$ cat src/rtl/cnn_acc_pkg.sv
// Shared definitions for the CNN accelerator buffer blocks: default BRAM
// geometry and the ping-pong bank-select type.
package cnn_acc_pkg;

   localparam int unsigned ADDR_W_DEF = 12;
   localparam int unsigned DATA_W_DEF = 64;

   typedef enum logic {
      BANK_A = 1'b0,
      BANK_B = 1'b1
   } bank_sel_t;

   // Two banks only, so advancing the select wraps B back to A.
   function automatic bank_sel_t bank_toggle(input bank_sel_t sel);
      return (sel == BANK_A) ? BANK_B : BANK_A;
   endfunction

endpackage

$ cat src/rtl/bank_port_mux.sv
// Steers one BRAM bank port to either the producer (write side) or the
// consumer (read side); purely combinational, no added latency.
module bank_port_mux #(
   parameter int unsigned ADDR_W = 12,
   parameter int unsigned DATA_W = 64
) (
   input  logic              prod_own,
   input  logic              prod_we,
   input  logic [ADDR_W-1:0] prod_addr,
   input  logic [DATA_W-1:0] prod_din,
   input  logic [ADDR_W-1:0] cons_addr,
   output logic              we,
   output logic [ADDR_W-1:0] addr,
   output logic [DATA_W-1:0] din
);

   always_comb begin
      we   = prod_own & prod_we;
      addr = prod_own ? prod_addr : cons_addr;
      din  = prod_own ? prod_din  : '0;
   end

endmodule

$ cat src/rtl/pingpong_bram_ctrl.sv
// Ping-pong controller for two external single-port BRAM banks (1-cycle read).
// Define PINGPONG_ERR_CHK_EN to enable the sticky protocol-error flag.
module pingpong_bram_ctrl
   import cnn_acc_pkg::*;
#(
   parameter int unsigned ADDR_W = ADDR_W_DEF,
   parameter int unsigned DATA_W = DATA_W_DEF
) (
   input  logic              clk,
   input  logic              rst_n,
   input  logic              prod_we,
   input  logic [ADDR_W-1:0] prod_addr,
   input  logic [DATA_W-1:0] prod_din,
   input  logic              prod_done,
   output logic              prod_ready,
   input  logic              cons_re,
   input  logic [ADDR_W-1:0] cons_addr,
   input  logic              cons_done,
   output logic              cons_valid,
   output logic [DATA_W-1:0] cons_dout,
   output logic              cons_dout_vld,
   output logic              we_a,
   output logic [ADDR_W-1:0] addr_a,
   output logic [DATA_W-1:0] din_a,
   input  logic [DATA_W-1:0] dout_a,
   output logic              we_b,
   output logic [ADDR_W-1:0] addr_b,
   output logic [DATA_W-1:0] din_b,
   input  logic [DATA_W-1:0] dout_b,
   output logic [1:0]        occ,
   output logic              err
);

   bank_sel_t  wr_sel, wr_sel_n;
   bank_sel_t  rd_sel, rd_sel_n;
   bank_sel_t  rd_q;
   logic [1:0] full, full_n;
   logic       vld_q;
   logic       prod_acc, cons_acc, rd_acc;
   logic       own_a, own_b;
   logic       prod_we_g;

   // State register
   always_ff @(posedge clk or negedge rst_n) begin
      if (!rst_n) begin
         wr_sel <= BANK_A;
         rd_sel <= BANK_A;
         full   <= '0;
         rd_q   <= BANK_A;
         vld_q  <= 1'b0;
      end else begin
         wr_sel <= wr_sel_n;
         rd_sel <= rd_sel_n;
         full   <= full_n;
         vld_q  <= rd_acc;
         if (rd_acc)
            rd_q <= rd_sel;
      end
   end

   // Next state: producer and consumer never act on the same bank, since
   // prod_ready and cons_valid cannot both hold when wr_sel == rd_sel.
   always_comb begin
      full_n   = full;
      wr_sel_n = wr_sel;
      rd_sel_n = rd_sel;
      if (prod_acc) begin
         full_n[wr_sel] = 1'b1;
         wr_sel_n       = bank_toggle(wr_sel);
      end
      if (cons_acc) begin
         full_n[rd_sel] = 1'b0;
         rd_sel_n       = bank_toggle(rd_sel);
      end
   end

   // Outputs
   always_comb begin
      prod_ready    = !full[wr_sel];
      cons_valid    = full[rd_sel];
      occ           = {1'b0, full[0]} + {1'b0, full[1]};
      prod_acc      = prod_done & prod_ready;
      cons_acc      = cons_done & cons_valid;
      rd_acc        = cons_re & cons_valid;
      own_a         = prod_ready & (wr_sel == BANK_A);
      own_b         = prod_ready & (wr_sel == BANK_B);
      cons_dout_vld = vld_q;
      cons_dout     = (rd_q == BANK_B) ? dout_b : dout_a;
   end

   // Write strobes must drop while reset is held even though the reset
   // state hands bank A to the producer.
   assign prod_we_g = prod_we & rst_n;

   bank_port_mux #(
      .ADDR_W (ADDR_W),
      .DATA_W (DATA_W)
   ) u_mux_a (
      .prod_own  (own_a),
      .prod_we   (prod_we_g),
      .prod_addr (prod_addr),
      .prod_din  (prod_din),
      .cons_addr (cons_addr),
      .we        (we_a),
      .addr      (addr_a),
      .din       (din_a)
   );

   bank_port_mux #(
      .ADDR_W (ADDR_W),
      .DATA_W (DATA_W)
   ) u_mux_b (
      .prod_own  (own_b),
      .prod_we   (prod_we_g),
      .prod_addr (prod_addr),
      .prod_din  (prod_din),
      .cons_addr (cons_addr),
      .we        (we_b),
      .addr      (addr_b),
      .din       (din_b)
   );

`ifdef PINGPONG_ERR_CHK_EN
   logic err_q;
   logic viol;

   assign viol = ((prod_we | prod_done) & !prod_ready) |
                 ((cons_re | cons_done) & !cons_valid);

   always_ff @(posedge clk or negedge rst_n) begin
      if (!rst_n)
         err_q <= 1'b0;
      else if (viol)
         err_q <= 1'b1;
   end

   assign err = err_q;
`else
   assign err = 1'b0;
`endif

endmodule

$ cat config.mk
export PLATFORM = sky130hd
export DESIGN_NAME = pingpong_bram_ctrl
export DESIGN_NICKNAME = d
export VERILOG_FILES = /design/src/rtl/cnn_acc_pkg.sv /design/src/rtl/bank_port_mux.sv /design/src/rtl/pingpong_bram_ctrl.sv
export SDC_FILE = /design/constraint.sdc
export NUM_CORES = 1
export LEC_CHECK = 0
export BUFFER_PORTS_ARGS = -buffer_cell sky130_fd_sc_hd__buf_2
export CAP_MARGIN = 10
export CORE_AREA = 2 2 175 177
export DETAILED_ROUTE_END_ITERATION = 6
export DIE_AREA = 0 0 177 179
export MAX_ROUTING_LAYER = met4
export PLACE_DENSITY = 0.37
export SYNTH_ARGS = -nofsm -noshare
export SYNTH_HDL_FRONTEND = slang
export SYNTH_SLANG_ARGS = --single-unit
$ cat constraint.sdc
create_clock -name clk -period 2.4 [get_ports clk]
set_input_delay 0.12 -clock clk [delete_from_list [all_inputs] [get_ports clk]]
set_output_delay 0.12 -clock clk [all_outputs]
set_load 0.05 [all_outputs]
==> results_dict.tcl, run 1 <==
set metrics [dict create \
    outcome "completed" \
    crit_arrival_ns 1.80 \
    cts.sinks 6 \
    finClkSkew_ns 0.00233 \
    ys_warn_count 0 \
    cts.htree.levels 1 \
    dpl.hpwl_mm 12.5 \
    fin_area_um2 4980 \
    regArea_um2 151 \
    fmax_mhz 520 \
    final_util_pct 16.6 \
    crit_slowest_cell "dfrtp_1" \
    grt_pass1_wl_mm 18.4 \
    rrSetupSlack_ns 1.22 \
    track_usage_pct 7.91 \
    placedCellCount 1089 \
    grt_pass1_vias 3014 \
    grt_max_degree 54 \
    fin_cells 1094 \
    synth_seq_area_share_pct 6.71 \
    timing.final.crit_period_ns 1.92 \
    ys.flop_type "dfrtp_1" \
    leakage_nw 2.86 \
    fin_crit_sh_pct 80.2 \
    ant_nets 0 \
    worstSkewPairLatency_ns 0.23 \
    r2r_end "full[0]" \
    holdPathEnd "full[1]" \
    setup-violations-final 0 \
    clockBufferDepth 2 \
    root_buffer "clkbuf_16" \
    setup-tns-final_ns 0 \
    n_antenna_cell 0 \
    io_pins 446 \
    portBuffers 444 \
    wl_per_cell_um 13.0 \
    synth_seq_cells 6 \
    gr-total-overflow 0 \
    r2r-start "full[0]" \
    hp-class "input port to flop" \
    cts_inserted_buffers 3 \
    cpLargestDelayFamily "buffers and inverters" \
    start_util_pct 7.45 \
    crit_type "flop to primary output" \
    hold_start "cons_done" \
    path_cells "nor2_4 > buf_4 > mux2_2 > buf_2" \
    multi_input_area_um2 1950 \
    syn-num-nets 489 \
    synthArstFlopShare_pct 100 \
    hold_viol 0 \
    die_y_um 179 \
    synthCells 266 \
    cts_tree "done" \
    dpl_cell_area_um2 4890 \
    cts_setup_buffers 0 \
    antenna_found_initial 0 \
    cp_num_buf_inv 2 \
    path_clk_slew_ns 0.03 \
    die_x_um 177 \
    drv_slew 0 \
    drtIter0Drc 133 \
    finalWeightedCongestion 0.801 \
    synth_area_um2 2240 \
    finalWirelength_mm 14.3 \
    fp.coreArea_um2 30000 \
    crit_path_start_kind "flop" \
    rr_worst_depth 3 \
    die-area_um2 31700 \
    via_count 3432 \
    remaining_drc_errors 0 \
    max_stage_delay_ns 0.47 \
    crit_required_ns 2.28 \
    worst_setup_path_end_kind "primary output" \
    first_pass_iters 4 \
    peakVddDrop_mv 0.604 \
    via_per_inst 3.14 \
    fillerInstances 3508 \
    synth-edff-count 0 \
    fin_nets 922 \
    cp_max_fo 42 \
    syn-mean-instance-area_um2 8.42 \
    area_growth_pct 123 \
    power.density_nw_per_um2 1540 \
    drive_above_1_share_pct 78.2 \
    cap_viol_max_count 0 \
    rsz0062_at_grt "false" \
    hold_depth 2 \
    ys_types 20 \
    row_count 64 \
]
## sequential cells by signal, summed over array words and instances, names as in the netlist
register / count
full: 2
wr_sel: 1
rd_q: 1
cons_dout_vld: 1
rd_sel: 1
## cell usage in the layout, fill, tap and decap left out
| cell | netlist | layout |
|---|---|---|
| and3_1 | 2 | 2 |
| dlygate4sd3_1 | 0 | 1 |
| nand2b_1 | 2 | 2 |
| a31oi_1 | 2 | 2 |
| and2_1 | 129 | 129 |
| dfrtp_1 | 6 | 5 |
| dfrtp_2 | 0 | 1 |
| ha_1 | 1 | 1 |
| nor2b_4 | 1 | 1 |
| conb_1 | 1 | 1 |
| mux2i_1 | 1 | 1 |
| a22o_1 | 3 | 3 |
| a21o_1 | 1 | 1 |
| nor2_4 | 1 | 1 |
| buf_4 | 3 | 5 |
| a21oi_1 | 2 | 2 |
| buf_2 | 8 | 444 |
| mux2_2 | 89 | 89 |
| buf_12 | 0 | 2 |
| clkbuf_16 | 0 | 3 |
| nand2_1 | 1 | 1 |
| clkbuf_1 | 8 | 1 |
## cell families after synthesis
| kind of cell | synth area share (%) |
|---|---|
| adder cells (fa/ha/maj) | 0.559 |
| flip-flops | 6.71 |
| other | 0.168 |
| AO/OA/AOI/OAI | 2.52 |
| multiplexers | 45.2 |
| buffers and inverters | 6.37 |
| AND/OR/NAND/NOR | 38.5 |
## report_power, final
| group | leakage, nW | switching (mW) | internal (mW) |
|---|---|---|---|
| combinational | 2.75 | 5.26 | 1.87 |
| clock | 0.0382 | 0.0606 | 0.221 |
| sequential | 0.0689 | 0.128 | 0.153 |
| total | 2.86 | 5.45 | 2.24 |
## cells in the mapped netlist (all sizes together) (2+ instances only)
cell / count / area, µm²
buf: 15 / 108
a31oi: 2 / 12.5
clkbuf: 9 / 35.0
a22o: 3 / 26.3
a21oi: 2 / 10.0
and2: 129 / 807
and3: 2 / 12.5
dfrtp: 6 / 150
nand2b: 2 / 12.5
mux2: 89 / 1000
## per-stage QoR
step	power, mW	hold slack, ns	setup slack [ns]
after floorplan	5.90	-0.176	0.916
final	7.69	0.145	0.476
after global routing	8.07	0.180	0.368
after CTS	7.79	0.150	0.432
after global placement	7.52	-0.0195	0.705
after detailed placement	7.48	-0.0202	0.676
## worst register-to-register path, stage by stage (launching register included)
cell and delay (ns):
dfrtp_1 0.47, nor2_4 0.12, buf_4 0.32, a22o_1 0.20
## how the worst max path moves through the flow
stage	slack (ns)	depth (start not counted)	from	endpoint
final	0.48	4	full[0]	addr_a[7]
after global routing	0.37	4	full[0]	addr_a[7]
after CTS	0.43	4	full[0]	addr_a[7]
after floorplan	0.92	4	wr_sel	din_a[37]
after global placement	0.71	4	full[0]	addr_a[6]
after detailed placement	0.68	4	full[0]	addr_a[7]
## cell type report
cell class	instances	share of cell area (%)
Tap cell	396	9.95
Timing Repair Buffer	452	46.4
Clock buffer	4	1.58
Multi-Input combinational cell	236	39.1
Sequential cell	6	3.04
## layer usage
metal	vias to the layer above	routed length [µm]	track usage (%)	share of wire [%]
li1	1749	-	-	-
met1	1502	6160	10.4	43
met2	174	7040	13.0	49
met3	7	971	1.29	6.8
met4	0	97	1.17	0.68
met5	-	0	-	0
## what timing repair did
item,CTS,global route
endpoints found under the hold margin,6,0
hold buffers,1,0
gates resized for setup,0,0
Power figures use the tool's default switching activity.
==> inputs of run 2 (changes only) <==
--- a/config.mk
+++ b/config.mk
@@ -7,11 +7,11 @@
 export LEC_CHECK = 0
 export BUFFER_PORTS_ARGS = -buffer_cell sky130_fd_sc_hd__buf_2
 export CAP_MARGIN = 10
-export CORE_AREA = 2 2 175 177
+export CORE_AREA = 2 2 171 173
 export DETAILED_ROUTE_END_ITERATION = 6
-export DIE_AREA = 0 0 177 179
+export DIE_AREA = 0 0 173 175
 export MAX_ROUTING_LAYER = met4
-export PLACE_DENSITY = 0.37
+export PLACE_DENSITY = 0.39
 export SYNTH_ARGS = -nofsm -noshare
 export SYNTH_HDL_FRONTEND = slang
 export SYNTH_SLANG_ARGS = --single-unit
==> constraint.sdc (replaced) <==
create_clock -name clk -period 1.6 [get_ports clk]
set_input_delay 0.08 -clock clk [delete_from_list [all_inputs] [get_ports clk]]
set_output_delay 0.08 -clock clk [all_outputs]
set_load 0.05 [all_outputs]
==> run 2 against run 1 <==
Against the previous run:
- the run now ends with negative setup slack left
- sequential cell count did not move
- combinational power up 120%
- global-route usage is 2.0 points higher
- power grew 120%
- utilization increased by 9.0 points
- highest routed layer unchanged
==> results_dict.tcl, run 2 (synthesized netlist as in run 1, its figures left out) <==
set metrics [dict create \
    outcome "finished with violations" \
    violations "negative setup slack" \
    timing.final.crit_period_ns 1.68 \
    comb_power_share_pct 95.5 \
    seq_power_share_pct 2.0 \
    via_per_inst 3.33 \
    grt_pass1_wl_mm 22.6 \
    cp_num_buf_inv 3 \
    setup-violations-final 67 \
    crit_slowest_cell "dfrtp_1" \
    rsz0062_at_grt "true" \
    clock_power_share_pct 2.5 \
    power.density_nw_per_um2 2300 \
    remaining_drc_errors 0 \
    antenna_found_initial 0 \
    hold_start "cons_re" \
    hold_slack_ns 0.0979 \
    gr-total-overflow 0 \
    cts_inserted_buffers 3 \
    fmax_mhz 595 \
    die-area_um2 30300 \
    cts_tree "done" \
    via_count 3706 \
    fillerInstances 3023 \
    hold_viol 0 \
    crit_arrival_ns 1.60 \
    die_x_um 173 \
    root_buffer "clkbuf_16" \
    hold_depth 2 \
    p_total_mw 16.7 \
    hp-class "input port to flop" \
    finalWirelength_mm 17.4 \
    max_stage_delay_ns 0.39 \
    worst_setup_path_end_kind "primary output" \
    ant_nets 0 \
    cpLargestDelayFamily "buffers and inverters" \
    row_count 62 \
    finClkSkew_ns 0.00206 \
    drv_slew 0 \
    fin_cells 1114 \
    peakVddDrop_mv 0.840 \
    startpoint "wr_sel" \
    n_antenna_cell 0 \
    cp_max_fo 17 \
    final_common_cell "buf_2" \
    worstSkewPairLatency_ns 0.23 \
    fin_crit_sh_pct 105 \
    finalWeightedCongestion 0.785 \
    cap_viol_max_count 0 \
    top_register "full" \
    grt_max_degree 40 \
    drtIter0Drc 67 \
    rrSetupSlack_ns 0.42 \
    portBuffers 444 \
    cts.htree.levels 1 \
    dpl.hpwl_mm 12.2 \
    cts.sinks 6 \
    crit_required_ns 1.52 \
    r2r-start "rd_q" \
    fp.coreArea_um2 28400 \
    drive_above_1_share_pct 90.4 \
    sw_frac_of_total_pct 55.8 \
    crit_type "flop to primary output" \
    io_pins 446 \
    fin_nets 954 \
    first_pass_iters 4 \
    wl_per_cell_um 15.6 \
    clockBufferDepth 2 \
    holdPathEnd "cons_dout_vld" \
    r2r_end "rd_q" \
    final_util_pct 25.5 \
    rr_worst_depth 3 \
    crit_path_start_kind "flop" \
    die_y_um 175 \
    path_clk_slew_ns 0.04 \
    path_cells "nor2b_4 > buf_12 > bufbuf_16 > and2_1 > buf_6" \
    leakage_nw 3.68 \
    placedCellCount 1083 \
    setup-tns-final_ns -2.63 \
    switching_power_mw 9.29 \
    area_growth_pct 224 \
    track_usage_pct 9.89 \
    fin_ws_ns -0.0795 \
    p_int_mw 7.37 \
    layout_common_cells "buf_2 (291), buf_8 (105), and2_4 (80)" \
    start_util_pct 7.88 \
    largest_register_ffs 2 \
    grt_pass1_vias 3676 \
]
run 2: through the flow:
step | instance area (µm²) | worst slack (ns)
2_1_floorplan | 2240 | 0.156
3_3_place_gp | 4990 | 0.0878
3_5_place_dp | 4990 | 0.0707
4_1_cts | 6350 | -0.0799
5_1_grt | 7250 | -0.154
6_report | 7250 | -0.0795
run 2: area by class of cell:
type                            instances  area, µm²  share of cell area, %
Sequential cell                         6        151                   2.09
Tap cell                              384        480                   6.62
Multi-Input combinational cell        236       2250                   31.0
Timing Repair Buffer                  484       4300                   59.2
Clock buffer                            4       78.8                   1.09
run 2: worst max-delay path by stage:
stage,endpoint,slack (ns),cells after the start
6_report,din_b[61],-0.08,5
5_1_grt,din_b[52],-0.15,5
4_1_cts,addr_b[1],-0.08,5
3_5_place_dp,addr_b[8],0.07,4
3_3_place_gp,addr_b[7],0.09,4
2_1_floorplan,din_a[37],0.16,4
run 2: metal layers:
metal  routed length (µm)  global-route usage [%]  vias to the layer above
li1                     -                       -                     1818
met1                 6900                    11.8                     1707
met2                 9340                    17.2                      167
met3                  918                    1.89                       14
met4                  263                    2.22                        0
met5                    0                       -                        -
run 2: what timing repair did:
action | CTS | global route
setup endpoints to repair | 92 | 155
resized for setup | 306 | 215
hold buffers | 1 | 0
pin swaps | 1 | 48
gates cloned | 7 | 8
hold endpoints to repair | 6 | 0
setup buffers | 8 | 3
run 2: power groups by stage:
stage / clock (mW) / sequential (mW) / combinational (mW)
after floorplan: 0 / 0.362 / 8.49
after global placement: 0 / 0.336 / 11.2
after detailed placement: 0 / 0.332 / 11.1
after CTS: 0.427 / 0.327 / 13.8
after global routing: 0.441 / 0.354 / 16.5
final: 0.415 / 0.338 / 15.9
